<file path="config.mk">
export PLATFORM = sky130hd
export DESIGN_NAME = gearbox_rr_arbiter_flat
export DESIGN_NICKNAME = d
export VERILOG_FILES = /design/src/rtl/gearbox_rr_arbiter_if.sv /design/src/rtl/gearbox_rr_arbiter.sv /design/src/flat_wrapper.sv
export SDC_FILE = /design/constraint.sdc
export NUM_CORES = 1
export LEC_CHECK = 0
export ABC_CLOCK_PERIOD_IN_PS = 2400
export CELL_PAD_IN_SITES_DETAIL_PLACEMENT = 1
export CELL_PAD_IN_SITES_GLOBAL_PLACEMENT = 1
export CORE_ASPECT_RATIO = 1.1
export CORE_MARGIN = 2
export CORE_UTILIZATION = 17
export DETAILED_ROUTE_END_ITERATION = 10
export PLACE_DENSITY_LB_ADDON = 0.1
export REMOVE_ABC_BUFFERS = 1
export SLEW_MARGIN = 20
export SYNTH_ARGS = -nofsm -noshare
export SYNTH_HDL_FRONTEND = slang
export SYNTH_SLANG_ARGS = --single-unit
</file>
<file path="constraint.sdc">
create_clock -name aclk -period 2.4 [get_ports aclk]
set_clock_uncertainty 0.05 [all_clocks]
set_input_delay 0.6 -clock aclk [delete_from_list [all_inputs] [get_ports aclk]]
set_output_delay 0.6 -clock aclk [all_outputs]
set_load 0.01 [all_outputs]
</file>
<file path="src/rtl/gearbox_rr_arbiter_if.sv">
// Stream bundle between N_SRC sources, the round-robin arbiter and the gearbox.
// master: arbiter side; slave: sources plus gearbox side.
interface gearbox_rr_arbiter_if #(
  parameter int N_SRC = 4,
  parameter int NB    = 40
);
  localparam int IW = $clog2(N_SRC);

  logic [N_SRC*NB-1:0] in_tdata;
  logic [N_SRC-1:0]    in_tvalid;
  logic [N_SRC-1:0]    in_tready;
  logic [NB-1:0]       out_tdata;
  logic                out_tvalid;
  logic                out_tready;
  logic [IW-1:0]       out_tid;
  logic                busy;

  modport master (
    input  in_tdata,
    input  in_tvalid,
    input  out_tready,
    output in_tready,
    output out_tdata,
    output out_tvalid,
    output out_tid,
    output busy
  );

  modport slave (
    output in_tdata,
    output in_tvalid,
    output out_tready,
    input  in_tready,
    input  out_tdata,
    input  out_tvalid,
    input  out_tid,
    input  busy
  );
endinterface

</file>
<file path="src/rtl/gearbox_rr_arbiter.sv">
// Round-robin arbiter feeding a 2x upsizing gearbox in locked bursts,
// so each upsized word carries beats from a single source.
module gearbox_rr_arbiter #(
  parameter int N_SRC = 4,
  parameter int n     = 5,
  parameter int BURST = 2
) (
  input  logic                aclk,
  input  logic                areset,
  gearbox_rr_arbiter_if.master bus
);
  localparam int NB = n * 8;
  localparam int IW = $clog2(N_SRC);
  localparam int CW = $clog2(BURST);

  typedef enum logic {
    IDLE,
    LOCK
  } state_t;

  state_t         state, state_n;
  logic [IW-1:0]  g, g_n;
  logic [IW-1:0]  ptr, ptr_n;
  logic [CW-1:0]  beat_cnt, cnt_n;
  logic [IW-1:0]  g_inc;
  logic [N_SRC-1:0] req;
  logic [IW-1:0]  scan_start;
  logic           found;
  logic [IW-1:0]  win;
  logic           hs;

  logic [N_SRC-1:0] rdy;
  logic [NB-1:0]    dat;
  logic             vld;
  logic [IW-1:0]    tid;
  logic             bsy;

  assign g_inc = (g == IW'(N_SRC - 1)) ? '0 : g + IW'(1);

  // At burst end the owner's current beat is the one being consumed,
  // so it must not count as a fresh request.
  assign req = (state == LOCK)
             ? (bus.in_tvalid & ~(N_SRC'(1) << g))
             : bus.in_tvalid;

  assign scan_start = (state == LOCK) ? g_inc : ptr;

  // Rotating priority scan: first requester at or after scan_start.
  always_comb begin
    found = 1'b0;
    win   = '0;
    for (int k = 0; k < N_SRC; k++) begin
      int j;
      j = (int'(scan_start) + k) % N_SRC;
      if (!found && req[IW'(j)]) begin
        found = 1'b1;
        win   = IW'(j);
      end
    end
  end

  // Next-state logic and the combinational pass-through of the owner.
  always_comb begin
    state_n = state;
    g_n     = g;
    ptr_n   = ptr;
    cnt_n   = beat_cnt;
    rdy     = '0;
    dat     = '0;
    vld     = 1'b0;
    tid     = '0;
    bsy     = 1'b0;
    hs      = 1'b0;
    unique case (state)
      IDLE: begin
        if (found) begin
          g_n     = win;
          cnt_n   = '0;
          state_n = LOCK;
        end
      end
      LOCK: begin
        dat    = bus.in_tdata[g*NB +: NB];
        vld    = bus.in_tvalid[g];
        rdy[g] = bus.out_tready;
        tid    = g;
        bsy    = 1'b1;
        hs     = vld && bus.out_tready;
        if (hs) begin
          if (beat_cnt == CW'(BURST - 1)) begin
            ptr_n = g_inc;
            cnt_n = '0;
            if (found) begin
              g_n = win;
            end else begin
              state_n = IDLE;
            end
          end else begin
            cnt_n = beat_cnt + CW'(1);
          end
        end
      end
      default: state_n = IDLE;
    endcase
  end

  // State registers; reset abandons any partial burst.
  always_ff @(posedge aclk or posedge areset) begin
    if (areset) begin
      state    <= IDLE;
      g        <= '0;
      ptr      <= '0;
      beat_cnt <= '0;
    end else begin
      state    <= state_n;
      g        <= g_n;
      ptr      <= ptr_n;
      beat_cnt <= cnt_n;
    end
  end

  assign bus.in_tready  = rdy;
  assign bus.out_tdata  = dat;
  assign bus.out_tvalid = vld;
  assign bus.out_tid    = tid;
  assign bus.busy       = bsy;

endmodule

</file>
<file path="src/flat_wrapper.sv">
// flat-port wrapper written by rule: the top's interface ports become plain ports
module gearbox_rr_arbiter_flat 
#(
  parameter int N_SRC = 4,
  parameter int n     = 5,
  parameter int BURST = 2
)
  (aclk, areset, bus_in_tdata, bus_in_tvalid, bus_out_tready, bus_in_tready, bus_out_tdata, bus_out_tvalid, bus_out_tid, bus_busy);
  gearbox_rr_arbiter_if #(.N_SRC(N_SRC), .NB((40))) bus_i ();
  input  logic aclk;
  input  logic areset;
  input wire logic [$bits(bus_i.in_tdata)-1:0] bus_in_tdata;
  input wire logic [$bits(bus_i.in_tvalid)-1:0] bus_in_tvalid;
  input wire logic [$bits(bus_i.out_tready)-1:0] bus_out_tready;
  output wire logic [$bits(bus_i.in_tready)-1:0] bus_in_tready;
  output wire logic [$bits(bus_i.out_tdata)-1:0] bus_out_tdata;
  output wire logic [$bits(bus_i.out_tvalid)-1:0] bus_out_tvalid;
  output wire logic [$bits(bus_i.out_tid)-1:0] bus_out_tid;
  output wire logic [$bits(bus_i.busy)-1:0] bus_busy;
  assign bus_i.in_tdata = bus_in_tdata;
  assign bus_i.in_tvalid = bus_in_tvalid;
  assign bus_i.out_tready = bus_out_tready;
  assign bus_in_tready = bus_i.in_tready;
  assign bus_out_tdata = bus_i.out_tdata;
  assign bus_out_tvalid = bus_i.out_tvalid;
  assign bus_out_tid = bus_i.out_tid;
  assign bus_busy = bus_i.busy;
  gearbox_rr_arbiter #(.N_SRC(N_SRC), .n(n), .BURST(BURST)) u_core (.aclk(aclk), .areset(areset), .bus(bus_i));
endmodule
</file>
After elaboration in Yosys (flattened, before gate mapping)
Cells that the tools add are included.

Bits in registers: 6. Bits of input ports: 167. Output and inout port bits: 48. Logic and storage cells: 81.

Add/sub/neg operators: 5. Multiply operators: 1. Order comparisons: 6. Equality and inequality tests: 4. Shift operators: 2. Mux-type cells: 44. Bitwise operators: 4. Reductions and logical operators: 11.

Operators with widths (number): 160-bit by 9-bit variable part select with 40-bit output (1); 40-bit two-way mux (1); 1-bit two-way mux (22); 2-bit two-way mux (10); 2-bit by 4-bit < comparator with 1-bit output (second input constant) (4); 1-bit binary-select mux with 2-bit select (5); 4-bit AND (2); 4-bit two-way mux (2); 1-bit logical AND (5); 2-bit by 3-bit multiplier with 5-bit output (second input constant) (1); 2-bit by 1-bit adder with 2-bit output (second input constant) (2); 2-bit adder (second input constant) (2); 2-bit inequality test (second input constant) (2); 4-bit NOT (1); 1-bit case mux with 2 select lines (2); 2-bit case mux with 2 select lines (1); 2-bit AND reduction (2); 1-bit by 2-bit left shift with 4-bit output (first input constant) (1); 1-bit zero test (3); 2-bit by 3-bit < comparator with 1-bit output (second input constant) (1); 3-bit AND reduction (1); 1-bit demux with 2-bit select (1); 2-bit == test (second input constant) (1); 2-bit by 1-bit greater-or-equal comparator with 1-bit output (second input constant) (1); other kinds (3) (3).

Depth between registers and ports, before layout
Depth in word-level cells: 21. Mapped depth: 9. Depth with buffers taken out: 7.

Worst setup path before layout
OpenSTA, ideal clock, no wires.

Path type: flip-flop to flip-flop. Start: reg u_core.g[0]. End: reg u_core.g[1]. Library setup time: 125 ps. Data arrival time: 2408 ps. Required time: 2225 ps. Path slack: -183 ps. Stages on the path, launching flop included: 10. Buffers on the path: 2. Clock period less this slack: 2583 ps. Path through: dfrtp_1 -> buf_6 -> buf_2 -> inv_1 -> ha_1 -> or3b_4 -> a211oi_4 -> a2111oi_4 -> a21o_1 -> mux2_4.

Word-level cells in the longest chain between the ends: 21. Elaborated cells on any way between the ends: 46. Those cells by class: add/sub (4); eq/ne (2); shift (1); mux (29); bitwise (2); reduce/logical (8).

RTL lines: from (decl) (line gearbox_rr_arbiter.sv:22) `logic [IW-1:0] g, g_n;`; from (signal assigned) (line gearbox_rr_arbiter.sv:116) `g <= g_n;`; branches (longest 21 deep; another with 2-bit by 1-bit adder with 2-bit output).

Parallel ways; which one is timed is not known. The select of a mux whose other input is x is not followed. A chain may end at the register's enable or synchronous reset.

Final worst setup path
Start: reg u_core.g[0]. End: out bus_out_tdata[23].

Word-level cells in the longest chain between the ends: 3.

RTL lines: 2-bit by 3-bit multiplier with 5-bit output (line gearbox_rr_arbiter.sv:83) `dat = bus.in_tdata[g*NB +: NB];`; 160-bit by 9-bit variable part select with 40-bit output (line gearbox_rr_arbiter.sv:83); 40-bit two-way mux (line gearbox_rr_arbiter.sv:74) `unique case (state)`; to (decl) (line flat_wrapper.sv:16) `output wire logic [$bits(bus_i.out_tdata)-1:0] bus_out_tdata;`.

No other way between the ends.

==> run_results.csv <==
group,metric,value,unit
drt,drtIter0Drc,49,
drt,drt-wirelength-per-cell,21.4,um
place,gp_congestion,0.779,
timing,finalHoldViolCount,0,
die,die_w,105,um
setup_path,crit-reg2reg-capture,"u_core.g[1]$_DFFE_PP0P_",
timing,finalSetupViolCount,15,
timing,whs,467,ps
logic_synthesis,synthTopCellsByCount,"41 x and2_1, 40 x mux4_2, 8 x clkbuf_1",
logic_synthesis,synth_seq_area_share,7.82,%
drt,dr.pass1.iters,6,
logic_synthesis,synth_edf_count,0,
timing,setup_tns,-685,ps
setup_path,worstSetupEndpointType,"output pin",
cells_and_area,final-instance-count-excl-fill,573,
logic_synthesis,ys_types,48,
setup_path,crit_required,1750,ps
cells_and_area,drive_gt1_share,45.9,%
cells_and_area,nets,597,
logic_synthesis,synthCells,171,
timing,slew_violations,0,
clock_network,cts_buffers,3,
setup_path,critPathLaunchType,"register",
place,dpl.cell_count,552,
logic_synthesis,synth_top_area_share,46.9,%
min_path,hold_path_class,"reg -> reg",
drt,wl_met3,902,um
drt,via_per_inst,4.52,
run,maxCapViolations,0,
timing,period_needed,2480,ps
logic_synthesis,synth.top_cells.by_area,"mux4_2 47%, and2_1 13%, dfrtp_1 7.8%",
global_route,grt_max_degree,32,
drt,highest_layer,"met5",
logic_synthesis,synth_area_per_cell,11.2,um2
timing,rsz0062_at_grt,"true",
pwr,power_density,975,nW/um2
min_path,min-delay-start,"u_core.ptr[1]$_DFFE_PP0P_",
clock_network,cts-root-buf,"clkbuf_16",
global_route,overflow,0,
setup_path,crit_fanout,5,
drt,wl_met2,6240,um
drt,wl_met1,4990,um
timing,max-slew-margin-rel,74.9,%
timing,fmax,403,MHz
die,die_y,115,um
clock_network,clk_pin_slew_worst_paths,40,ps
setup_path,reg2reg_depth,8,
timing,setup_slack,-82.4,ps
clock_network,worstSkewPairLatency,230,ps
die,io_pins,215,
drt,vias,2592,
global_route,grt_pass1_vias,2830,
clock_network,cts_sinks,6,
global_route,grt_pass1_wl,18000,um
logic_synthesis,synth.largest_area_cell,"mux4_2",
die,core_area,11000,um2
place,io_buffer_count,214,
clock_network,clock_path_buffers,2,
drt,wl,12300,um
die,dieArea,12200,um2
min_path,min_to,"u_core.ptr[1]$_DFFE_PP0P_",
logic_synthesis,synthArstFlopShare,100,%
pwr,peakVddDrop,0.321,mV
min_path,worstHoldPathCells,1,
logic_synthesis,post-synth-top-count-cell,"and2_1",
pwr,p_leak,2.25,nW
global_route,grt_util_all_layers,19.3,%
place,hpwl,10100,um
setup_path,setup.worst_path.start,"u_core.g[0]$_DFFE_PP0P_",
drt,drc,0,
setup_path,r2r_start,"u_core.g[0]$_DFFE_PP0P_",
setup_path,crit_type,"reg -> out",
status,violations,"negative setup slack",
status,status,"finished with violations",
setup_path,reg2reg_slack,-60,ps
timing,worst_slew_pin_slew,377,ps
global_route,antenna_found_initial,3,
logic_synthesis,ys_ff_latch,6,
cells_and_area,syn2layout_area_growth,160,%
logic_synthesis,synth_area,1920,um2
clock_network,holdBufCountCts,0,
logic_synthesis,yosys_warnings,0,
clock_network,cts.htree.levels,1,
setup_path,arrival,1830,ps
pwr,power,4.86,mW
drt,drtAntennaViolNets,0,
clock_network,cts_tree,"done",
timing,final.period_utilization,103,%
logic_synthesis,synth_flop_cell,"dfrtp_1",
cells_and_area,fin_util,45.4,%
die,rows,40,
die,initial_utilization,17.5,%
-- flip-flops by register name, summed over array words and instances, names as in the netlist --
register,flops
u_core.ptr,2
u_core.beat_cnt,1
u_core.g,2
u_core.state,1
-- where the power goes --
part	internal [mW]	total (mW)	switching [mW]
Combinational	2.76	4.35	1.59
Clock	0.221	0.283	0.0619
Sequential	0.152	0.227	0.0756
-- cells by family (layout without fill, tap and decap cells) --
| kind of cell | Yosys count | after routing | share of synthesized area (%) |
|---|---|---|---|
| other | 0 | 1 | 0 |
| buffers and inverters | 23 | 277 | 5.80 |
| and+or+nand+nor | 68 | 68 | 21.3 |
| muxes | 45 | 45 | 50.8 |
| adders and majority gates | 4 | 4 | 2.61 |
| AOI/OAI and AO/OA | 25 | 25 | 11.7 |
| DFF | 6 | 6 | 7.82 |
-- through the flow --
stage               cell area (um2)  worst slack, ps
floorplan                      1830            -1500
global placement               4490             -515
detailed placement             4490             -518
CTS                            4830             -102
global route                   4980             -153
finish                         4980            -82.4
-- area by class of cell --
cell class | instances | area [um2]
fillers | 1197 | 5980
repair buffers | 267 | 2750
multi-input cells | 142 | 1790
well taps | 147 | 184
flip-flops and latches | 6 | 155
clock buffers | 4 | 78.8
inverters | 6 | 22.5
diodes | 1 | 2.50
-- critical path: stages, from the launching register on --
cell and delay, ps:
dfrtp_4 510, buf_8 160, buf_12 140, buf_8 120, mux4_2 410, and2_4 150
buf_6 110
-- how the worst max path moves through the flow --
stage                                   end  cells after the start
floorplan           u_core.g[1]$_DFFE_PP0P_                      7
global placement             bus_out_tvalid                      4
detailed placement           bus_out_tvalid                      4
CTS                       bus_out_tdata[21]                      6
global route        u_core.g[1]$_DFFE_PP0P_                      8
finish                    bus_out_tdata[23]                      6
-- repair_timing --
action,in CTS,in global routing
buffers inserted,16,0
cloned,1,0
setup endpoints to repair,50,46
gates resized for setup,296,52
pin swaps,31,3
-- metal layers --
metal / track usage (%) / up-vias
met1: 24.4 / 1285
li1: - / 1187
met3: 5.40 / 12
met2: 33.5 / 104
met4: 3.02 / 4
met5: 0 / -
-- cell usage in the layout, fill, tap and decap left out, drive strengths merged, types with 3 or more instances in the layout --
| cell type | synthesis | layout |
|---|---|---|
| mux2 | 3 | 3 |
| mux4 | 41 | 41 |
| nor2 | 7 | 7 |
| ha | 4 | 4 |
| and2 | 41 | 41 |
| and3 | 4 | 4 |
| dlymetal6s2s | 0 | 23 |
| inv | 6 | 6 |
| dlygate4sd2 | 0 | 29 |
| nand2 | 4 | 4 |
| clkdlybuf4s50 | 0 | 117 |
| dfrtp | 6 | 6 |
| buf | 9 | 94 |
| a21oi | 3 | 3 |
| clkdlybuf4s15 | 0 | 4 |
| clkbuf | 8 | 4 |
Power figures use the tool's default switching activity.
